[src/rtl/johnson_pkg.sv]
// Shared definitions for Johnson-counter consumers.
//   jc_state_e   : lock FSM state encoding (unlocked, acquiring, locked)
//   JcDefaultW   : default Johnson counter width
//   jc_next_idx  : legal successor of a phase index for a width-w counter
package johnson_pkg;

    localparam int unsigned JcDefaultW = 4;

    typedef enum logic [1:0] {
        StUnlocked,
        StAcquire,
        StLocked
    } jc_state_e;

    // A width-w Johnson counter cycles through 2*w phases.
    function automatic int unsigned jc_next_idx(input int unsigned idx, input int unsigned w);
        return (idx + 32'd1 >= 2 * w) ? 32'd0 : idx + 32'd1;
    endfunction

endpackage

[src/rtl/johnson_code_decode.sv]
// Combinational Johnson code decoder.
//   q_i     : Johnson code, bit 0 is the first bit filled
//   legal_o : q_i is one of the 2*W legal codes
//   idx_o   : phase index 0..2*W-1 (0 when illegal)
// Fill phase 1^k 0^(W-k) -> k; drain phase 0^j 1^(W-j) -> W+j.
module johnson_code_decode #(
    parameter int unsigned W = 4
) (
    input  logic [0:W-1]           q_i,
    output logic                   legal_o,
    output logic [$clog2(2*W)-1:0] idx_o
);

    localparam int unsigned IdxW = $clog2(2 * W);

    // First n bits equal to ~inv, the rest equal to inv.
    function automatic logic [0:W-1] fill_pat(input int unsigned n, input logic inv);
        logic [0:W-1] p;
        for (int unsigned i = 0; i < W; i++) begin
            p[i] = ((i < n) ? 1'b1 : 1'b0) ^ inv;
        end
        return p;
    endfunction

    always_comb begin
        legal_o = 1'b0;
        idx_o   = '0;
        for (int unsigned k = 0; k <= W; k++) begin
            if (q_i == fill_pat(k, 1'b0)) begin
                legal_o = 1'b1;
                idx_o   = IdxW'(k);
            end
        end
        for (int unsigned j = 1; j < W; j++) begin
            if (q_i == fill_pat(j, 1'b1)) begin
                legal_o = 1'b1;
                idx_o   = IdxW'(W + j);
            end
        end
    end

endmodule

[src/rtl/johnson_phase_monitor.sv]
// Johnson counter phase monitor.
//   clk, rst    : clock and asynchronous active-high reset
//   q_in        : Johnson code from the counter under observation
//   phase       : registered phase index, valid when phase_vld
//   phase_vld   : sampled code was legal
//   locked      : lock FSM is in the locked state
//   rev_tick    : one-cycle pulse on a 2W-1 -> 0 wrap while locked
//   seq_err     : one-cycle pulse on an illegal code or illegal step
//   rev_cnt     : saturating revolution count (while locked)
//   err_cnt     : saturating seq_err count
// Two register stages: q_in -> q_s, q_s -> all outputs.
module johnson_phase_monitor
    import johnson_pkg::*;
#(
    parameter int unsigned W      = JcDefaultW,
    parameter int unsigned LOCK_N = 3,
    parameter int unsigned STRICT = 1,
    parameter int unsigned CNT_W  = 8
) (
    input  logic                   clk,
    input  logic                   rst,
    input  logic [0:W-1]           q_in,
    output logic [$clog2(2*W)-1:0] phase,
    output logic                   phase_vld,
    output logic                   locked,
    output logic                   rev_tick,
    output logic                   seq_err,
    output logic [CNT_W-1:0]       rev_cnt,
    output logic [CNT_W-1:0]       err_cnt
);

    localparam int unsigned      IdxW    = $clog2(2 * W);
    localparam logic [IdxW-1:0]  LastIdx = IdxW'(2 * W - 1);
    localparam logic [3:0]       LockN   = 4'(LOCK_N);
    localparam logic [CNT_W-1:0] CntMax  = '1;

    logic [0:W-1]     q_s_q;
    // q_s holds a real sample; keeps the reset value of q_s from being decoded.
    logic             q_s_vld_q;
    logic [IdxW-1:0]  prev_q;
    logic             prev_ok_q;
    jc_state_e        state_q;
    logic [3:0]       good_cnt_q;
    logic [IdxW-1:0]  phase_q;
    logic             phase_vld_q;
    logic             locked_q;
    logic             rev_tick_q;
    logic             seq_err_q;
    logic [CNT_W-1:0] rev_cnt_q;
    logic [CNT_W-1:0] err_cnt_q;

    logic            dec_legal;
    logic [IdxW-1:0] dec_idx;
    logic [IdxW-1:0] next_idx;
    logic            step_succ;
    logic            step_hold;
    logic            step_err;
    logic            step_wrap;

    johnson_code_decode #(
        .W (W)
    ) u_decode (
        .q_i     (q_s_q),
        .legal_o (dec_legal),
        .idx_o   (dec_idx)
    );

    always_comb begin
        next_idx  = IdxW'(jc_next_idx(32'(prev_q), W));
        step_succ = dec_legal && prev_ok_q && (dec_idx == next_idx);
        step_hold = (STRICT == 0) && dec_legal && prev_ok_q && (dec_idx == prev_q);
        step_err  = !dec_legal || (prev_ok_q && !step_succ && !step_hold);
        step_wrap = step_succ && (prev_q == LastIdx);
    end

    always_ff @(posedge clk or posedge rst) begin
        if (rst) begin
            q_s_q       <= '0;
            q_s_vld_q   <= 1'b0;
            prev_q      <= '0;
            prev_ok_q   <= 1'b0;
            state_q     <= StUnlocked;
            good_cnt_q  <= '0;
            phase_q     <= '0;
            phase_vld_q <= 1'b0;
            locked_q    <= 1'b0;
            rev_tick_q  <= 1'b0;
            seq_err_q   <= 1'b0;
            rev_cnt_q   <= '0;
            err_cnt_q   <= '0;
        end else begin
            q_s_q     <= q_in;
            q_s_vld_q <= 1'b1;
            if (q_s_vld_q) begin
                prev_ok_q   <= dec_legal;
                phase_vld_q <= dec_legal;
                seq_err_q   <= step_err;
                rev_tick_q  <= 1'b0;
                if (dec_legal) begin
                    prev_q  <= dec_idx;
                    phase_q <= dec_idx;
                end
                if (step_err && err_cnt_q != CntMax) begin
                    err_cnt_q <= err_cnt_q + CNT_W'(1);
                end
                case (state_q)
                    StUnlocked: begin
                        locked_q <= 1'b0;
                        if (dec_legal && !step_err) begin
                            state_q    <= StAcquire;
                            good_cnt_q <= '0;
                        end
                    end
                    StAcquire: begin
                        if (step_err) begin
                            state_q    <= StUnlocked;
                            good_cnt_q <= '0;
                            locked_q   <= 1'b0;
                        end else if (step_succ) begin
                            good_cnt_q <= good_cnt_q + 4'd1;
                            // The locking step never ticks, even on a wrap.
                            if (good_cnt_q + 4'd1 == LockN) begin
                                state_q  <= StLocked;
                                locked_q <= 1'b1;
                            end
                        end
                    end
                    StLocked: begin
                        if (step_err) begin
                            state_q    <= StUnlocked;
                            good_cnt_q <= '0;
                            locked_q   <= 1'b0;
                        end else if (step_wrap) begin
                            rev_tick_q <= 1'b1;
                            if (rev_cnt_q != CntMax) begin
                                rev_cnt_q <= rev_cnt_q + CNT_W'(1);
                            end
                        end
                    end
                    default: begin
                        state_q  <= StUnlocked;
                        locked_q <= 1'b0;
                    end
                endcase
            end
        end
    end

    assign phase     = phase_q;
    assign phase_vld = phase_vld_q;
    assign locked    = locked_q;
    assign rev_tick  = rev_tick_q;
    assign seq_err   = seq_err_q;
    assign rev_cnt   = rev_cnt_q;
    assign err_cnt   = err_cnt_q;

endmodule

[config.mk]
export PLATFORM = sky130hd
export DESIGN_NAME = johnson_phase_monitor
export DESIGN_NICKNAME = d
export VERILOG_FILES = /design/src/rtl/johnson_pkg.sv /design/src/rtl/johnson_code_decode.sv /design/src/rtl/johnson_phase_monitor.sv
export SDC_FILE = /design/constraint.sdc
export NUM_CORES = 1
export LEC_CHECK = 0
export CAP_MARGIN = 10
export CELL_PAD_IN_SITES_DETAIL_PLACEMENT = 1
export CELL_PAD_IN_SITES_GLOBAL_PLACEMENT = 1
export CORE_UTILIZATION = 41
export DETAILED_ROUTE_END_ITERATION = 16
export PLACE_DENSITY = 0.78
export SLEW_MARGIN = 40
export SYNTH_ARGS = -nofsm -noshare
export SYNTH_HDL_FRONTEND = slang
export SYNTH_SLANG_ARGS = --single-unit
export TNS_END_PERCENT = 10
[constraint.sdc]
create_clock -name clk -period 2.65 [get_ports clk]
set_input_delay 0.265 -clock clk [delete_from_list [all_inputs] [get_ports clk]]
set_output_delay 0.265 -clock clk [all_outputs]
set_load 0.02 [all_outputs]
==> out/results.tsv <==
metric	value	unit
fin_crit_sh	0.959	
die_w	70.2	um
htree_levels	2	
slowest_stage	dfrtp_1	
worst-path-buf-inv	1	
multi_input_comb_area	0.00101	sq mm
crit_chain	ha_1, ha_1, and4b_1, o211a_1, a221oi_4, a211oi_4, buf_12, or3_4, a31oi_2	
end_kind	register	
ys_ff_latch	34	
overflow	0	
gp_congestion	0.799	
grtUsageTotal	0.220	
numCtsBuffers	5	
hold_violations	0	
place_area	0.00226	sq mm
worst_pin_slew	0.663	ns
syn_avg_cell_area	10.3	sq um
r2r_cells	9	
drive_above_1_share	0.118	
dpl_worst_slack	0.0939	ns
cp-start-kind	register	
mappedNetlistArea	0.00191	sq mm
route.detailed.wl_per_inst	18.0	um
yosysSeqAreaShare	0.446	
fin_setup_tns	0	ns
final.fill_count	484	
clock_path_buffers	2	
critical_path_depth	9	
worst_hold_slack	0.391	ns
r2r_slack	0.11	ns
drc_errors	0	
synth_cells	186	
path_clk_slew	0.07	ns
max-vdd-ir-drop	0.326	mV
path_class	register to register	
path_max_fanout	19	
layout_commonest_cell	dfrtp_1	
async_flop_share	1.00	
max_freq	394	MHz
synthFlopType	dfrtp_1	
power_density	690	mW/mm^2
ys_warn_count	0	
syn2layout_area_growth	24.6	%
start_util	0.433	
leakagePower	0.00102	uW
status	completed	
max_cap_viol_count	0	
diodes	0	
core_area	0.00441	sq mm
viasPerCell	5.74	
drt_iter0_drc	37	
rows	24	
post-cts-setup-buffers	0	
clk-insertion-delay-late	0.29	ns
hpwlAfterDp	3590	um
slowest_delay	0.41	ns
critPathArrivalTime	2.76	ns
drv_slew	0	
cts_tree	done	
min_path_type	input port to asynchronous set/reset pin	
crit_top_cell	ha_1	
grt_max_degree	35	
synth-edff-count	0	
synth_nets	198	
wirelength	4920	um
worst_slack	0.109	ns
cp_data_required_time	2.86	ns
antenna_found_initial	0	
grt_pass1_vias	1769	
nNetsFinal	232	
final_cell_mix	dfrtp_1, clkdlybuf4s50_1, nor2_1	
die_y	70.2	um
design_area	0.00238	sq mm
final_antenna_net_count	0	
rsz0062_at_grt	no	
drtPass1Iterations	4	
fin_skew	0.00468	ns
post-route-min-period	2.54	ns
dieArea	0.00493	sq mm
yosysUniqueCellTypes	52	
vias	1567	
ff_latch_area	851	sq um
cts_root_buffer	clkbuf_8	
io_pins	29	
setup-violations-final	0	
clock_sinks	34	
critical-path-top-delay-family	compound AO/OA/AOI/OAI gates	
port_buffers	28	
grt_pass1_wl	8490	um
maxSlewHeadroom	0.555	
what timing repair did:
item | in CTS | in global routing
hold buffers | 0 | 0
gates resized for setup | 0 | 4
endpoints found under the setup margin | 0 | 4
tightest hold or removal path: stages:
cell	delay, ns
clkdlybuf4s50_1	0.39
inv_1	0.06
buf_4	0.39
synthesized netlist by cell type, drive strengths merged (2+ instances only):
| library cell | count | share of area |
|---|---|---|
| a31oi | 5 | 0.016 |
| xor2 | 9 | 0.041 |
| ha | 6 | 0.039 |
| or3 | 2 | 0.0092 |
| clkbuf | 2 | 0.0039 |
| and2 | 3 | 0.0098 |
| a21oi | 9 | 0.024 |
| dfrtp | 34 | 0.45 |
| inv | 6 | 0.012 |
| nor4 | 4 | 0.013 |
| nor3 | 7 | 0.021 |
| mux2i | 2 | 0.010 |
| and4 | 2 | 0.0092 |
| nor2b | 7 | 0.023 |
| o21ai | 9 | 0.024 |
| nand2 | 10 | 0.020 |
| nor2 | 12 | 0.024 |
| a41oi | 2 | 0.017 |
| and3 | 3 | 0.0098 |
| nor3b | 2 | 0.0079 |
| buf | 4 | 0.018 |
| mux2 | 2 | 0.012 |
| nand4 | 5 | 0.016 |
| a21o | 3 | 0.012 |
| nor4b | 2 | 0.012 |
| xnor2 | 7 | 0.032 |
| nand3 | 10 | 0.026 |
routing by layer:
metal	GRT usage	part of all wire	vias to the layer above
met1	0.271	0.44	775
met3	0.0505	0.034	10
met4	0.0822	0.017	0
met2	0.374	0.51	36
met5	0	0	-
li1	-	-	746
stage by stage:
stage	std cells	total power, uW	utilization
final	273	1640	0.539
after global routing	273	1730	0.539
after CTS	273	1650	0.534
after detailed placement	265	1240	0.512
after global placement	265	1200	0.512
after floorplan	186	1010	-
flip-flops by register name (all words and copies together), names as in the netlist:
name,flops
good_cnt_q,4
rev_cnt,8
phase,3
seq_err,1
rev_tick,1
state_q,2
err_cnt,8
phase_vld,1
locked,1
q_s_vld_q,1
q_s_q,4
final cells by class:
cell class / count / area share
multi-input cells: 140 / 0.427
flip-flops and latches: 34 / 0.358
repair buffers: 33 / 0.139
clock buffers: 6 / 0.0347
well taps: 52 / 0.0274
inverters: 6 / 0.00947
clock inverters: 2 / 0.00526
logic make-up (layout without fill, tap and decap cells):
family | Yosys count | in the layout | share of synthesized area
simple gates | 73 | 73 | 0.220
compound gates | 40 | 40 | 0.164
flops | 34 | 34 | 0.446
xor+xnor | 16 | 16 | 0.0734
buf+inv | 12 | 47 | 0.0341
fa+ha+maj | 6 | 6 | 0.0393
mux | 4 | 4 | 0.0223
other cells | 1 | 1 | 0.00196
where the power goes:
part	switching [uW]	internal [uW]	total (uW)
combinational	287	249	536
sequential	107	592	699
clock	196	209	405
final timing paths:
check	startpoint	to
setup / recovery	phase[1]$_DFFE_PP0P_	good_cnt_q[0]$_DFFE_PP0P_
hold / removal	rst	seq_err$_DFFE_PP0P_
setup reg to reg	phase[1]$_DFFE_PP0P_	good_cnt_q[0]$_DFFE_PP0P_
hold reg to reg	rev_tick$_DFFE_PP0P_	rev_tick$_DFFE_PP0P_
max in group asynchronous	rst	good_cnt_q[1]$_DFFE_PP0P_
min in group clk	q_in[1]	q_s_q[1]$_DFF_PP0_
No activity file was read; power rests on OpenSTA's default activity.
